$ cat src/rtl/fft8_pkg.sv
// Shared constants, sample type and slicing helper for the 8-point FFT frame controller.
package fft8_pkg;

    localparam int N_PTS = 8;
    localparam int IDX_W = 3;
    localparam int W_DEF = 24;

    typedef struct packed {
        logic signed [W_DEF-1:0] re;
        logic signed [W_DEF-1:0] im;
    } cplx_t;

    // Low bit of sample/bin k inside a frame packed as k*w +: w.
    function automatic int slot_lo(input int k, input int w);
        return k * w;
    endfunction

endpackage

$ cat src/rtl/fft8_out_fbuf.sv
// Frame-granular circular output buffer: captures a whole FFT result in one cycle
// and replays it one bin per handshake, in bin order.
module fft8_out_fbuf
    import fft8_pkg::*;
#(
    parameter int W          = W_DEF,
    parameter int OUT_FRAMES = 2,
    parameter int CW         = 3
) (
    input  logic               clk,
    input  logic               rst,
    input  logic               cap,
    input  logic [N_PTS*W-1:0] cap_real,
    input  logic [N_PTS*W-1:0] cap_imag,
    output logic               m_valid,
    input  logic               m_ready,
    output logic [W-1:0]       m_real,
    output logic [W-1:0]       m_imag,
    output logic [IDX_W-1:0]   m_index,
    output logic               m_last,
    output logic               frame_drained,
    output logic [CW-1:0]      occupied
);

    localparam int PW = (OUT_FRAMES > 1) ? $clog2(OUT_FRAMES) : 1;

    logic [W-1:0]     mem_re [OUT_FRAMES][N_PTS];
    logic [W-1:0]     mem_im [OUT_FRAMES][N_PTS];
    logic [PW-1:0]    wr_ptr;
    logic [PW-1:0]    rd_ptr;
    logic [IDX_W-1:0] idx;
    logic             pop;

    function automatic logic [PW-1:0] ptr_next(input logic [PW-1:0] p);
        return (p == PW'(OUT_FRAMES - 1)) ? '0 : p + 1'b1;
    endfunction

    assign m_valid       = (occupied != '0);
    assign pop           = m_valid && m_ready;
    assign m_last        = m_valid && (idx == IDX_W'(N_PTS - 1));
    assign frame_drained = pop && m_last;
    assign m_index       = idx;
    // The head slot is never the capture target, so these stay stable under stall.
    assign m_real        = mem_re[rd_ptr][idx];
    assign m_imag        = mem_im[rd_ptr][idx];

    always_ff @(posedge clk) begin
        if (rst) begin
            for (int f = 0; f < OUT_FRAMES; f++) begin
                for (int k = 0; k < N_PTS; k++) begin
                    mem_re[f][k] <= '0;
                    mem_im[f][k] <= '0;
                end
            end
            wr_ptr   <= '0;
            rd_ptr   <= '0;
            idx      <= '0;
            occupied <= '0;
        end else begin
            if (cap) begin
                for (int k = 0; k < N_PTS; k++) begin
                    mem_re[wr_ptr][k] <= cap_real[slot_lo(k, W) +: W];
                    mem_im[wr_ptr][k] <= cap_imag[slot_lo(k, W) +: W];
                end
                wr_ptr <= ptr_next(wr_ptr);
            end
            if (pop) begin
                if (m_last) begin
                    idx    <= '0;
                    rd_ptr <= ptr_next(rd_ptr);
                end else begin
                    idx <= idx + 1'b1;
                end
            end
            case ({cap, frame_drained})
                2'b10:   occupied <= occupied + 1'b1;
                2'b01:   occupied <= occupied - 1'b1;
                default: occupied <= occupied;
            endcase
        end
    end

endmodule

$ cat src/rtl/fft8_frame_ctrl.sv
// Frame scheduler for the 8-point parallel FFT: serial-to-frame collection, credit-gated
// launch, fixed-latency result tracking and serial replay of the bins.
module fft8_frame_ctrl
    import fft8_pkg::*;
#(
    parameter int W          = W_DEF,
    parameter int FFT_LAT    = 4,
    parameter int OUT_FRAMES = 2
) (
    input  logic               clk,
    input  logic               rst,
    input  logic               s_valid,
    output logic               s_ready,
    input  logic [W-1:0]       s_real,
    input  logic [W-1:0]       s_imag,
    output logic               fft_en,
    output logic [N_PTS*W-1:0] fft_x_real,
    output logic [N_PTS*W-1:0] fft_x_imag,
    input  logic               fft_valid,
    input  logic [N_PTS*W-1:0] fft_y_real,
    input  logic [N_PTS*W-1:0] fft_y_imag,
    output logic               m_valid,
    input  logic               m_ready,
    output logic [W-1:0]       m_real,
    output logic [W-1:0]       m_imag,
    output logic [IDX_W-1:0]   m_index,
    output logic               m_last,
    output logic [15:0]        frames_done,
    output logic               err_timeout,
    output logic               err_unexpected
);

    localparam int CW = $clog2(OUT_FRAMES + 1) + 1;
    localparam int FW = $clog2(FFT_LAT + 1);

    logic [IDX_W-1:0]   wr_cnt;
    logic               full;
    logic               accept;
    logic [FFT_LAT-1:0] exp_sr;
    logic               exp_tail;
    logic [FW-1:0]      flush_cnt;
    logic               flushing;
    logic               capture;
    logic [CW-1:0]      inflight;
    logic [CW-1:0]      occupied;
    logic               frame_drained;

    // Both streams: a beat transfers on a cycle where valid && ready are high at the
    // rising edge; a source holds data stable while valid is high and ready is low.
    assign s_ready  = !full && !rst;
    assign accept   = s_valid && s_ready;
    // A frame may launch only when a buffer slot is guaranteed for its result.
    assign fft_en   = !rst && full && ((inflight + occupied) < CW'(OUT_FRAMES));
    assign exp_tail = exp_sr[FFT_LAT-1];
    assign flushing = (flush_cnt != '0);
    assign capture  = fft_valid && exp_tail;

    always_ff @(posedge clk) begin
        if (rst) begin
            wr_cnt     <= '0;
            full       <= 1'b0;
            fft_x_real <= '0;
            fft_x_imag <= '0;
        end else begin
            if (accept) begin
                fft_x_real[slot_lo(int'(wr_cnt), W) +: W] <= s_real;
                fft_x_imag[slot_lo(int'(wr_cnt), W) +: W] <= s_imag;
                wr_cnt <= wr_cnt + 1'b1;
                if (wr_cnt == IDX_W'(N_PTS - 1))
                    full <= 1'b1;
            end
            if (fft_en)
                full <= 1'b0;
        end
    end

    // Results still in the FFT pipe at reset drain out during the flush window.
    always_ff @(posedge clk) begin
        if (rst) begin
            exp_sr         <= '0;
            flush_cnt      <= FW'(FFT_LAT);
            inflight       <= '0;
            err_timeout    <= 1'b0;
            err_unexpected <= 1'b0;
            frames_done    <= '0;
        end else begin
            exp_sr <= (exp_sr << 1) | FFT_LAT'(fft_en);
            if (flushing)
                flush_cnt <= flush_cnt - 1'b1;
            case ({fft_en, exp_tail})
                2'b10:   inflight <= inflight + 1'b1;
                2'b01:   inflight <= inflight - 1'b1;
                default: inflight <= inflight;
            endcase
            if (exp_tail && !fft_valid)
                err_timeout <= 1'b1;
            if (fft_valid && !exp_tail && !flushing)
                err_unexpected <= 1'b1;
            if (frame_drained)
                frames_done <= frames_done + 1'b1;
        end
    end

    fft8_out_fbuf #(
        .W          (W),
        .OUT_FRAMES (OUT_FRAMES),
        .CW         (CW)
    ) u_fbuf (
        .clk           (clk),
        .rst           (rst),
        .cap           (capture),
        .cap_real      (fft_y_real),
        .cap_imag      (fft_y_imag),
        .m_valid       (m_valid),
        .m_ready       (m_ready),
        .m_real        (m_real),
        .m_imag        (m_imag),
        .m_index       (m_index),
        .m_last        (m_last),
        .frame_drained (frame_drained),
        .occupied      (occupied)
    );

endmodule

$ cat config.mk
export PLATFORM = sky130hd
export DESIGN_NAME = fft8_frame_ctrl
export DESIGN_NICKNAME = d
export VERILOG_FILES = /design/src/rtl/fft8_pkg.sv /design/src/rtl/fft8_out_fbuf.sv /design/src/rtl/fft8_frame_ctrl.sv
export SDC_FILE = /design/constraint.sdc
export NUM_CORES = 2
export LEC_CHECK = 0
export ABC_CLOCK_PERIOD_IN_PS = 46600
export BUFFER_PORTS_ARGS = -buffer_cell sky130_fd_sc_hd__buf_2
export CORE_UTILIZATION = 30
export DETAILED_ROUTE_END_ITERATION = 7
export PLACE_DENSITY = 0.59
export SLEW_MARGIN = 20
export SYNTH_ARGS = -nofsm -noshare
export SYNTH_HDL_FRONTEND = slang
export SYNTH_SLANG_ARGS = --single-unit
$ cat constraint.sdc
create_clock -name clk -period 46.6 [get_ports clk]
set_clock_uncertainty 0.05 [all_clocks]
set_input_delay 13.98 -clock clk [delete_from_list [all_inputs] [get_ports clk]]
set_output_delay 13.98 -clock clk [all_outputs]
set_load 0.01 [all_outputs]
==> impl_metrics.yaml <==
cells_and_area:
  layout_commonest_cell: "buf_2"
  final_cells: 7171
  ff_latch_area_sq_um: 31600
  syn_to_final_growth_pct: 21.5
  utilization_pct: 36.9
  layout.nets: 5170
  nFillCells: 16788
  layout-drive-gt1-share_pct: 31.4
  multi_input_comb_area_sq_um: 19500
  most-common-layout-cells: "buf_2, edfxtp_1, and2_1"
  finalInstanceArea_sq_um: 63600
floorplan:
  core_area_sq_um: 172000
  io_pins: 894
  die-area_sq_um: 176000
  die_w_um: 420
  start_util_pct: 30.4
  die_h_um: 420
  fp-row-count: 152
routing:
  vias: 35576
  vias_per_cell: 4.96
  drc_errors: 0
  first_pass_iters: 5
  drtIter0Drc: 2669
  wl_um: 181000
  wl_per_cell_um: 25.3
  ant_nets: 0
critical_path:
  cp_max_fo: 55
  critical_path_class: "in -> out"
  slowest_stage: "nor3_1"
  crit_arrival_ns: 14.72
  cp_data_required_time_ns: 32.57
  slowest_delay_ns: 0.34
  worst-path-buf-inv: 2
  critical-path-top-delay-family: "buffers and inverters"
  path_cells: "buf_8 > nor3_1 > buf_2"
  endpoint_kind: "primary output"
  cp-start-kind: "input port"
sta:
  fin_crit_ns: 28.75
  max_freq_mhz: 34.8
  finalSetupViolations: 0
  min_period_over_period_pct: 61.7
  timing.hold.ws_ns: 0.387
  rsz0062_at_grt: "false"
  slew_violations: 0
  hold_viol_final: 0
  max-slew-margin-rel_pct: 21.0
  worst_pin_slew_ns: 1.18
  fin_tns_setup_ns: 0
  worst_slack_ns: 17.85
power_and_ir_drop:
  internal_power_mw: 1.84
  p_sw_mw: 0.607
  p_leak_nw: 24.3
  power.clock.fraction_pct: 43.9
  switching_share_pct: 24.8
  sequentialPowerShare_pct: 47.5
  peakVddDrop_mv: 0.0317
  p_comb_share_pct: 8.6
  power_mw: 2.45
  pwr_density_cell_nw_per_um2: 38.5
clock_tree:
  clk_pin_slew_ns: 0.06
  cts_sinks: 1193
  cts_tree: "done"
  cts_buffers: 138
  clockBufferDepth: 3
  post_cts_buffers: 0
  root_buffer: "clkbuf_16"
  htree_num_levels: 4
  ctsResizeCount: 0
  worstSkewPairLatency_ns: 0.78
  hold_buffers: 0
grt:
  antenna_found_initial: 89
  grt_pass1_vias: 35540
  grt_max_degree: 225
  grt-ovfl-total: 0
  grt_pass1_wl_um: 254000
  grt_usage_pct: 20.0
logic_synthesis:
  dominantRegCellSynth: "edfxtp_1"
  yosysUniqueCellTypes: 68
  synth_warnings: 0
  synthArstFlopShare_pct: 0
  syn_avg_cell_area_sq_um: 13.3
  synthCells: 3934
  ys_seq_area_share_pct: 60.3
  ys_ff_latch: 1193
  synth_area_sq_um: 52400
  synth_edf_count: 768
  synth_nets: 4389
placed_design:
  pre_cts_slack_ns: 17.85
  dpl.hpwl_um: 126000
  dp.cells: 6883
  port_buffers: 893
  placed_area_sq_um: 59000
  gp_congestion: 0.832
status:
  status: "finished clean"
flow_run:
  cap_violations: 0
min_path:
  min_path_type: "reg -> reg"
## sequential cells by signal, summed over array words and instances (netlist names), named ones only
name,count
wr_cnt,3
exp_sr,4
full,1
err_timeout,1
u_fbuf.m_index,3
frames_done,16
u_fbuf.mem_re,384
flush_cnt,3
u_fbuf.occupied,3
u_fbuf.rd_ptr,1
fft_x_real,192
inflight,3
u_fbuf.wr_ptr,1
fft_x_imag,192
u_fbuf.mem_im,384
err_unexpected,1
## layer usage
layer / vias up / share of wire [%] / GRT usage [%]
met5: - / 0.17 / 0
met4: 50 / 3.9 / 7.86
met3: 371 / 7.4 / 5.66
met2: 1251 / 52 / 35.9
met1: 17879 / 37 / 22.0
li1: 16025 / - / -
## path summary, 6_finish.rpt
path / startpoint / endpoint / slack [ns] / depth (start not counted)
worst min register to register: exp_sr[2] / exp_sr[3] / 0.39 / 1
worst max-delay path: rst / fft_en / 17.85 / 3
worst min-delay path: exp_sr[2] / exp_sr[3] / 0.39 / 1
worst max register to register: wr_cnt[1] / fft_x_imag[5] / 41.07 / 12
## layout make-up
| type | count | share of cell area (%) |
|---|---|---|
| Clock buffer | 187 | 6.09 |
| Sequential cell | 1193 | 49.7 |
| Multi-Input combinational cell | 2410 | 30.6 |
| Timing Repair Buffer | 957 | 7.87 |
| Tap cell | 2310 | 4.54 |
| Antenna cell | 39 | 0.153 |
| Inverter | 15 | 0.0885 |
| Clock inverter | 60 | 0.940 |
## synth_stat cells, types with 4 or more instances
master,number,area [sq um]
a211oi_1,212,1590
a21oi_1,103,515
a22oi_1,99,743
and2_1,660,4130
and3_1,55,344
buf_1,16,60.1
buf_2,58,290
buf_4,22,165
clkbuf_1,216,811
dfxtp_1,425,8510
edfxtp_1,768,23100
fa_1,4,80.1
ha_1,14,175
inv_1,14,52.6
mux2_1,4,45.0
mux2_2,67,754
mux2i_1,122,1220
mux4_2,240,5410
nand2_1,88,330
nand2b_1,53,332
nand3_1,12,60.1
nand4_1,6,37.5
nor2_1,363,1360
nor2_4,6,67.6
nor2b_1,130,813
nor3_1,15,75.1
nor3_2,5,50.1
o21ai_0,37,185
o22a_1,6,52.6
o22ai_1,16,100
o2bb2ai_1,16,140
or3_1,6,37.5
xnor2_1,11,96.3
xor2_1,17,149
## kinds of logic after synthesis
logic type,synth area share [%]
xor gates and xnor gates,0.614
buffers and inverters,2.71
AOI/OAI and AO/OA,6.73
adders and majority gates,0.487
muxes,14.2
and+or+nand+nor,15.0
DFF,60.3
## power groups by stage
stage | clock network [mW] | registers (mW) | logic (mW)
global placement | 0 | 1.18 | 0.211
CTS | 1.10 | 1.16 | 0.213
floorplan | 0 | 1.20 | 0.109
global route | 1.14 | 1.17 | 0.225
detailed placement | 0 | 1.18 | 0.213
finish | 1.08 | 1.16 | 0.211
Note: power is estimated with default switching activity, not from simulation.
